`src/rtl/sa_ctrl_pkg.sv`:
```
`default_nettype none
// ============================================================================
// Module   : sa_ctrl_pkg
// Purpose  : Shared definitions for the systolic-array instruction sequencer:
//            opcode values, state_signal encodings, the opcode field width,
//            the sequencer FSM state type and an opcode legality helper.
// Revision : 1.0 - initial release
// ============================================================================
package sa_ctrl_pkg;

    // The opcode occupies instr[OPCODE_W-1:0]. All other fields sit above it.
    localparam int OPCODE_W = 5;

    localparam logic [OPCODE_W-1:0] OP_NOP       = 5'h00;
    localparam logic [OPCODE_W-1:0] OP_COMPUTE   = 5'h01;
    localparam logic [OPCODE_W-1:0] OP_COMPUTE_I = 5'h02;
    localparam logic [OPCODE_W-1:0] OP_ACC2OBUF  = 5'h03;
    localparam logic [OPCODE_W-1:0] OP_LD_INP    = 5'h04;
    localparam logic [OPCODE_W-1:0] OP_LD_WT     = 5'h05;
    localparam logic [OPCODE_W-1:0] OP_OBUF_SEND = 5'h06;
    localparam logic [OPCODE_W-1:0] OP_ACC_RST   = 5'h07;
    localparam logic [OPCODE_W-1:0] OP_HALT      = 5'h1F;

    // External state_signal encodings
    localparam logic [1:0] ST_IDLE = 2'b00;
    localparam logic [1:0] ST_XFER = 2'b01;
    localparam logic [1:0] ST_COMP = 2'b10;

    // Internal sequencer FSM. Transfer is not a separate state: it is a
    // one-cycle output annotation of an accepted load/transfer instruction.
    typedef enum logic [0:0] {
        SEQ_IDLE    = 1'b0,
        SEQ_COMPUTE = 1'b1
    } seq_state_e;

    function automatic logic op_is_legal(input logic [OPCODE_W-1:0] op);
        logic legal;
        legal = 1'b0;
        case (op)
            OP_NOP, OP_COMPUTE, OP_COMPUTE_I, OP_ACC2OBUF, OP_LD_INP,
            OP_LD_WT, OP_OBUF_SEND, OP_ACC_RST, OP_HALT: legal = 1'b1;
            default: legal = 1'b0;
        endcase
        return legal;
    endfunction

endpackage
`default_nettype wire

```
`src/rtl/sa_instr_field_decode.sv`:
```
`default_nettype none
// ============================================================================
// Module   : sa_instr_field_decode
// Purpose  : Purely combinational slicing of an instruction word into its
//            opcode / address / data fields, plus opcode legality.
// Ports    : instr_i      - full instruction word
//            opcode_o     - instr[4:0]
//            addr_o       - instr[ADDR_W+4:5]
//            data_o       - instr[DATA_W+ADDR_W+4:ADDR_W+5]
//            obuf_addr_o  - low OBUF_ADDR_W bits of addr_o
//            illegal_o    - opcode is not one of the defined opcodes
// Revision : 1.0 - initial release
// ============================================================================
module sa_instr_field_decode
    import sa_ctrl_pkg::*;
#(
    parameter int INSTR_W     = 64,
    parameter int ADDR_W      = 7,
    parameter int DATA_W      = 32,
    parameter int OBUF_ADDR_W = 4
) (
    input  logic [INSTR_W-1:0]     instr_i,
    output logic [OPCODE_W-1:0]    opcode_o,
    output logic [ADDR_W-1:0]      addr_o,
    output logic [DATA_W-1:0]      data_o,
    output logic [OBUF_ADDR_W-1:0] obuf_addr_o,
    output logic                   illegal_o
);

    localparam int USED_W = DATA_W + ADDR_W + OPCODE_W;

    assign opcode_o    = instr_i[OPCODE_W-1:0];
    assign addr_o      = instr_i[ADDR_W+OPCODE_W-1:OPCODE_W];
    assign data_o      = instr_i[USED_W-1:ADDR_W+OPCODE_W];
    assign obuf_addr_o = addr_o[OBUF_ADDR_W-1:0];
    assign illegal_o   = !op_is_legal(opcode_o);

    // Bits above the data field are reserved and deliberately ignored.
    generate
        if (INSTR_W > USED_W) begin : g_reserved_bits
            logic unused_reserved;
            assign unused_reserved = ^instr_i[INSTR_W-1:USED_W];
        end
    endgenerate

endmodule
`default_nettype wire

```
`src/rtl/sa_instr_sequencer.sv`:
```
`default_nettype none
// ============================================================================
// Module   : sa_instr_sequencer
// Purpose  : Accepts instructions over valid/ready and turns each into a
//            registered, one-cycle command pulse for the input/weight/output
//            buffers and accumulators. COMPUTE instructions hold the array in
//            the compute state for COMPUTE_CYCLES cycles while back-pressuring
//            the instruction stream. HALT is sticky until reset.
// Ports    : clk, rst (async, active-high)
//            instr / instr_valid / instr_ready      - instruction handshake
//            inp_buf_* / wt_buf_*                   - buffer write commands
//            acc_to_op_buf_addr, acc_result_to_op_buf - accumulator transfer
//            out_buf_addr, op_buffer_instr_for_sending_data - output send
//            instr_for_accum_to_reset               - accumulator clear
//            state_signal (00 idle/01 xfer/10 compute), i_mode
//            compute_done, illegal_op (pulses), halted (sticky)
// Revision : 1.0 - initial release
// ============================================================================
module sa_instr_sequencer
    import sa_ctrl_pkg::*;
#(
    parameter int INSTR_W        = 64,
    parameter int ADDR_W         = 7,
    parameter int DATA_W         = 32,
    parameter int OBUF_ADDR_W    = 4,
    parameter int COMPUTE_CYCLES = 16
) (
    input  logic                   clk,
    input  logic                   rst,
    input  logic [INSTR_W-1:0]     instr,
    input  logic                   instr_valid,
    output logic                   instr_ready,
    output logic [ADDR_W-1:0]      inp_buf_addr,
    output logic [DATA_W-1:0]      inp_buf_data,
    output logic                   inp_buf_we,
    output logic [ADDR_W-1:0]      wt_buf_addr,
    output logic [DATA_W-1:0]      wt_buf_data,
    output logic                   wt_buf_we,
    output logic [OBUF_ADDR_W-1:0] acc_to_op_buf_addr,
    output logic                   acc_result_to_op_buf,
    output logic [OBUF_ADDR_W-1:0] out_buf_addr,
    output logic                   op_buffer_instr_for_sending_data,
    output logic                   instr_for_accum_to_reset,
    output logic [1:0]             state_signal,
    output logic                   i_mode,
    output logic                   compute_done,
    output logic                   illegal_op,
    output logic                   halted
);

    localparam int              CNT_W    = $clog2(COMPUTE_CYCLES + 1);
    localparam logic [CNT_W-1:0] CNT_LOAD = CNT_W'(COMPUTE_CYCLES - 1);

    // ------------------------------------------------------------------
    // Field decode
    // ------------------------------------------------------------------
    logic [OPCODE_W-1:0]    w_opcode;
    logic [ADDR_W-1:0]      w_addr;
    logic [DATA_W-1:0]      w_data;
    logic [OBUF_ADDR_W-1:0] w_obuf_addr;
    logic                   w_illegal;

    sa_instr_field_decode #(
        .INSTR_W     (INSTR_W),
        .ADDR_W      (ADDR_W),
        .DATA_W      (DATA_W),
        .OBUF_ADDR_W (OBUF_ADDR_W)
    ) u_field_decode (
        .instr_i     (instr),
        .opcode_o    (w_opcode),
        .addr_o      (w_addr),
        .data_o      (w_data),
        .obuf_addr_o (w_obuf_addr),
        .illegal_o   (w_illegal)
    );

    // ------------------------------------------------------------------
    // State and output registers
    // ------------------------------------------------------------------
    seq_state_e             state_q, state_d;
    logic [CNT_W-1:0]       cnt_q, cnt_d;
    logic                   i_mode_q, i_mode_d;
    logic                   halted_q, halted_d;
    logic                   xfer_q, xfer_d;
    logic                   done_q, done_d;
    logic                   illegal_q, illegal_d;
    logic [ADDR_W-1:0]      inp_addr_q, inp_addr_d;
    logic [DATA_W-1:0]      inp_data_q, inp_data_d;
    logic                   inp_we_q, inp_we_d;
    logic [ADDR_W-1:0]      wt_addr_q, wt_addr_d;
    logic [DATA_W-1:0]      wt_data_q, wt_data_d;
    logic                   wt_we_q, wt_we_d;
    logic [OBUF_ADDR_W-1:0] acc_addr_q, acc_addr_d;
    logic                   acc_xfer_q, acc_xfer_d;
    logic [OBUF_ADDR_W-1:0] obuf_addr_q, obuf_addr_d;
    logic                   obuf_send_q, obuf_send_d;
    logic                   acc_rst_q, acc_rst_d;

    logic w_accept;

    // rst is included so the handshake is closed during reset even though
    // the registers already show IDLE / not-halted at that point.
    assign instr_ready = !rst && (state_q == SEQ_IDLE) && !halted_q;
    assign w_accept    = instr_valid && instr_ready;

    always_comb begin
        state_d     = state_q;
        cnt_d       = cnt_q;
        i_mode_d    = i_mode_q;
        halted_d    = halted_q;
        xfer_d      = 1'b0;
        done_d      = 1'b0;
        illegal_d   = 1'b0;
        inp_addr_d  = '0;
        inp_data_d  = '0;
        inp_we_d    = 1'b0;
        wt_addr_d   = '0;
        wt_data_d   = '0;
        wt_we_d     = 1'b0;
        acc_addr_d  = '0;
        acc_xfer_d  = 1'b0;
        obuf_addr_d = '0;
        obuf_send_d = 1'b0;
        acc_rst_d   = 1'b0;

        case (state_q)
            SEQ_IDLE: begin
                if (w_accept) begin
                    illegal_d = w_illegal;
                    case (w_opcode)
                        OP_COMPUTE, OP_COMPUTE_I: begin
                            state_d  = SEQ_COMPUTE;
                            cnt_d    = CNT_LOAD;
                            i_mode_d = (w_opcode == OP_COMPUTE_I);
                        end
                        OP_ACC2OBUF: begin
                            xfer_d     = 1'b1;
                            acc_addr_d = w_obuf_addr;
                            acc_xfer_d = 1'b1;
                        end
                        OP_LD_INP: begin
                            xfer_d     = 1'b1;
                            inp_addr_d = w_addr;
                            inp_data_d = w_data;
                            inp_we_d   = 1'b1;
                        end
                        OP_LD_WT: begin
                            xfer_d    = 1'b1;
                            wt_addr_d = w_addr;
                            wt_data_d = w_data;
                            wt_we_d   = 1'b1;
                        end
                        OP_OBUF_SEND: begin
                            obuf_addr_d = w_obuf_addr;
                            obuf_send_d = 1'b1;
                        end
                        OP_ACC_RST: acc_rst_d = 1'b1;
                        OP_HALT:    halted_d  = 1'b1;
                        default:    ;   // NOP and illegal opcodes
                    endcase
                end
            end
            SEQ_COMPUTE: begin
                // Counter was loaded with COMPUTE_CYCLES-1, so reaching zero
                // marks the last compute cycle; done pulses in the idle cycle.
                if (cnt_q == '0) begin
                    state_d  = SEQ_IDLE;
                    i_mode_d = 1'b0;
                    done_d   = 1'b1;
                end else begin
                    cnt_d = cnt_q - CNT_W'(1);
                end
            end
            default: state_d = SEQ_IDLE;
        endcase
    end

    always_ff @(posedge clk or posedge rst) begin
        if (rst) begin
            state_q     <= SEQ_IDLE;
            cnt_q       <= '0;
            i_mode_q    <= 1'b0;
            halted_q    <= 1'b0;
            xfer_q      <= 1'b0;
            done_q      <= 1'b0;
            illegal_q   <= 1'b0;
            inp_addr_q  <= '0;
            inp_data_q  <= '0;
            inp_we_q    <= 1'b0;
            wt_addr_q   <= '0;
            wt_data_q   <= '0;
            wt_we_q     <= 1'b0;
            acc_addr_q  <= '0;
            acc_xfer_q  <= 1'b0;
            obuf_addr_q <= '0;
            obuf_send_q <= 1'b0;
            acc_rst_q   <= 1'b0;
        end else begin
            state_q     <= state_d;
            cnt_q       <= cnt_d;
            i_mode_q    <= i_mode_d;
            halted_q    <= halted_d;
            xfer_q      <= xfer_d;
            done_q      <= done_d;
            illegal_q   <= illegal_d;
            inp_addr_q  <= inp_addr_d;
            inp_data_q  <= inp_data_d;
            inp_we_q    <= inp_we_d;
            wt_addr_q   <= wt_addr_d;
            wt_data_q   <= wt_data_d;
            wt_we_q     <= wt_we_d;
            acc_addr_q  <= acc_addr_d;
            acc_xfer_q  <= acc_xfer_d;
            obuf_addr_q <= obuf_addr_d;
            obuf_send_q <= obuf_send_d;
            acc_rst_q   <= acc_rst_d;
        end
    end

    // ------------------------------------------------------------------
    // Outputs
    // ------------------------------------------------------------------
    assign state_signal = (state_q == SEQ_COMPUTE) ? ST_COMP :
                          (xfer_q ? ST_XFER : ST_IDLE);

    assign i_mode                           = i_mode_q;
    assign compute_done                     = done_q;
    assign illegal_op                       = illegal_q;
    assign halted                           = halted_q;
    assign inp_buf_addr                     = inp_addr_q;
    assign inp_buf_data                     = inp_data_q;
    assign inp_buf_we                       = inp_we_q;
    assign wt_buf_addr                      = wt_addr_q;
    assign wt_buf_data                      = wt_data_q;
    assign wt_buf_we                        = wt_we_q;
    assign acc_to_op_buf_addr               = acc_addr_q;
    assign acc_result_to_op_buf             = acc_xfer_q;
    assign out_buf_addr                     = obuf_addr_q;
    assign op_buffer_instr_for_sending_data = obuf_send_q;
    assign instr_for_accum_to_reset         = acc_rst_q;

endmodule
`default_nettype wire

```
`config.mk`:
```
export PLATFORM = sky130hd
export DESIGN_NAME = sa_instr_sequencer
export DESIGN_NICKNAME = d
export VERILOG_FILES = /design/src/rtl/sa_ctrl_pkg.sv /design/src/rtl/sa_instr_field_decode.sv /design/src/rtl/sa_instr_sequencer.sv
export SDC_FILE = /design/constraint.sdc
export NUM_CORES = 1
export LEC_CHECK = 0
export BUFFER_PORTS_ARGS = -buffer_cell sky130_fd_sc_hd__buf_2
export CORE_UTILIZATION = 45
export CTS_CLUSTER_SIZE = 20
export DETAILED_ROUTE_END_ITERATION = 6
export GPL_TIMING_DRIVEN = 1
export PLACE_DENSITY = 0.73
export SYNTH_ARGS = -nofsm -noshare
export SYNTH_HDL_FRONTEND = slang
export SYNTH_HIERARCHICAL = 1
export SYNTH_SLANG_ARGS = --single-unit
```
`constraint.sdc`:
```
create_clock -name clk -period 7.88 [get_ports clk]
set_input_delay 1.576 -clock clk [delete_from_list [all_inputs] [get_ports clk]]
set_output_delay 1.576 -clock clk [all_outputs]
set_load 0.01 [all_outputs]
```
==> out/summary.md <==
Power spread over the standard cell area amounts to 220 nW/um^2. The clock tree synthesis step divided the H-tree into 3 levels. The fraction of the mapped netlist area in adder cells came out at 0.00320. The total number of vias was 2,312; the via count of the first global-routing pass was 2,191. The x dimension of the die works out to 95.2 microns. Met2 track demand over resource in global routing: 0.269.

The slew of the pin with the lowest slew margin was 0.849 ns; the worst-case clock buffer depth was 2. The flop and latch count out of synthesis was 102; the core utilization of the finished layout was 0.553. The floorplan die area is 9070 sq um. The number of buffers inserted for hold repair after clock tree synthesis came out at 0. Worst hold path depth: 1.

The flow ran to the end, and the final reports show no timing, DRC or antenna violations. The later pin in the worst-skew pair is clocked with a latency of 0.35 ns. In this run the worst hold path is classified as flip-flop to flip-flop.

The most common cell after layout, fill and taps aside was buf_2. After synthesis, the cell types taking the most area are dfrtp_1 (65%), and2_1 (14%), buf_4 (9.8%). The largest total area in the synthesized netlist belongs to dfrtp_1. The post-synthesis mux area share came out at 0.00288. The leakage power was 2.68 nW; the share of the yosys chip area belonging to registers was 0.652.

The run gives 47 as the DRC marker count from the first detailed-route iteration. The initialized floorplan defines 33 standard-cell rows. The number of sinks on the clock net is 102.

Placer's final routability congestion estimate: 0.735. The tools report the final total negative setup slack as 0 ns. The tools report the fmax as 0.277 GHz. In this run the clock root is driven by a clkbuf_8. Fraction of synthesized cell area in xor and xnor cells: 0.00672. The most used flip-flop cell after synthesis is dfrtp_1. After clock tree synthesis, the repair step resized 0 gates. The layer flagged by global routing as most heavily used is met2.

TritonCTS built the clock tree. The routed design could run at a clock period as short as 3.61 ns. The first detailed-routing pass ran for 4 iterations.

Entering global routing, the biggest net connects 69 pins. By area, the combinational part of the netlist is dominated by simple AND/OR/NAND/NOR gates. Data on the critical path is required at its endpoint by 6.30 ns.

From synthesis to final layout, the design area changed by 17.2%. The logs give 0.434 for the max-slew headroom at the worst pin and 0 for the buffer count from post-CTS setup fixing. At the worst endpoint, the arrival time is 2.04 ns. Between clock sinks in the finished design, the worst skew comes to 0.0117 ns. The gate count after technology mapping was 297.

The post-detailed-route wirelength per cell is 14.2 microns, and the final wirelength is 7.21 mm. The share of the clock period used by the worst path works out to 0.459. The post-synthesis async set-or-reset flop share was 1.00; the share of layout cells above drive strength 1 was 0.438. After detailed routing, the number of remaining DRC violations is 0. The fraction of the mapped netlist area in compound gates is 0.0163.

The clock-pin slew reported for the worst setup and hold paths after clock tree synthesis was 0.10 ns; the number of warnings issued by yosys was 6. Max-cap violations in this run came to 0. Global route total overflow: 0.

Across the VDD grid, the largest voltage drop is 0.000109 V. The total nets after synthesis is 365, and the top-level port count is 165. The initial core utilization was 0.471; the combined global-route utilization of all metal layers was 0.160. The number of cells on the worst reg-to-reg path is 5.

Dividing the synthesized area by the synthesized cell count gives 13.2 sq um. Met1 global-route usage: 0.200. The logs give 0 for the number of nets still failing antenna checks after routing and 8300 sq um for the core outline area. For the total count of hold-check failures in the final report, the log shows 0. The number of antenna diodes in the final layout is 0. The first global-routing pass estimated 10.9 mm of wire. Setup repair after global routing left no endpoint under its margin. For the met3 track utilization from global routing, the log shows 0.0335. The total setup violations reported at the end of the flow is 0. The kind of critical path is input port to output pin.

The share of the synthesized area in the top cell type is 0.652, and the via density per instance is 4.56. The simple logic cell fraction of the synthesized area came out at 0.206. The combined area of all synthesized cells is 3910 sq um. Measured along the y axis, the die boundary spans 95.2 microns. The worst setup path is captured at an output pin. The number of buffers added by the clock tree synthesis step is 9, and the count of different cell masters after synthesis is 33. The tools report the number of max-slew violations in the final report as 0. The number of flops mapped to enable cells by yosys was 0; the sum of net half-perimeters after detailed placement was 5.11 mm.

The worst setup path is launched from an input port. In the layout the commonest cells are buf_2 (144), dfrtp_1 (102), and2_1 (85). The tools report the number of nets at the end of the flow as 465. The largest fanout of any net on the critical path was 3. The number of antenna violations at the first check in global routing is 0, and the number of input and output port buffers inserted is 144.
-- synthesized netlist by cell type (all sizes together) (2+ instances only) --
cell     count
nor4b        5
buf         51
inv          6
dfrtp      102
nor3         6
nand3        3
and2        86
clkbuf       7
a2bb2oi      2
nor2         4
xnor2        3
nand2        4
o21ai        2
-- stage by stage --
stage / hold slack, ns / cells / power (mW) / worst slack (ns) / instance area [sq um]
after floorplan: 0.505 / 297 / 0.651 / 3.63 / 3910
after global placement: 0.529 / 491 / 0.662 / 4.27 / 4370
after detailed placement: 0.539 / 491 / 0.670 / 4.26 / 4370
after CTS: 0.554 / 507 / 1.02 / 4.25 / 4590
after global routing: 0.576 / 507 / 1.05 / 4.22 / 4590
final: 0.554 / 507 / 1.01 / 4.27 / 4590
-- report_power, final --
group / internal [mW] / total, mW / leakage, nW / switching [mW]
sequential: 0.539 / 0.559 / 1.41 / 0.0191
clock: 0.156 / 0.349 / 0.110 / 0.193
combinational: 0.0468 / 0.0991 / 1.16 / 0.0523
-- layout make-up --
type / count / area (sq um)
Multi-Input combinational cell: 131 / 920
Clock buffer: 9 / 124
Inverter: 6 / 25.0
Clock inverter: 7 / 90.1
Fill cell: 710 / 3710
Tap cell: 105 / 131
Timing Repair Buffer: 147 / 743
Sequential cell: 102 / 2550
-- metal layers --
metal  vias to the layer above  share of wire
met5                         -              0
met4                         0         0.0083
met3                         4          0.054
met2                        79           0.52
met1                      1150           0.42
li1                       1079              -
-- cell families after synthesis --
group                    after synthesis
multiplexers                           1
buffers and inverters                 64
XOR/XNOR                               3
flip-flops                           102
AO/OA/AOI/OAI                          9
adder cells (fa/ha/maj)                1
AND/OR/NAND/NOR                      117
-- flip-flops by register name, indices dropped and copies added, names as in the netlist --
signal                            flops
acc_to_op_buf_addr                    4
cnt_q                                 5
op_buffer_instr_for_sending_data      1
wt_buf_we                             1
inp_buf_data                         32
out_buf_addr                          4
wt_buf_data                          32
instr_for_accum_to_reset              1
state_q                               1
i_mode                                1
compute_done                          1
inp_buf_we                            1
acc_result_to_op_buf                  1
wt_buf_addr                           7
halted                                1
inp_buf_addr                          7
illegal_op                            1
xfer_q                                1
-- final timing paths --
path,from,to,slack [ns]
worst max-delay path,rst,instr_ready,4.27
worst min-delay path,cnt_q[4],cnt_q[4],0.55
min in group asynchronous,rst,inp_buf_data[2],1.26
worst min register to register,cnt_q[4],cnt_q[4],0.55
worst max register to register,state_q,inp_buf_addr[6],5.58
max in group asynchronous,rst,wt_buf_data[20],5.41
-- critical path, cell delays in order --
cell and delay (ns):
buf_2 0.14, nor3_1 0.17, buf_2 0.15
Note: power is estimated with default switching activity, not from simulation.
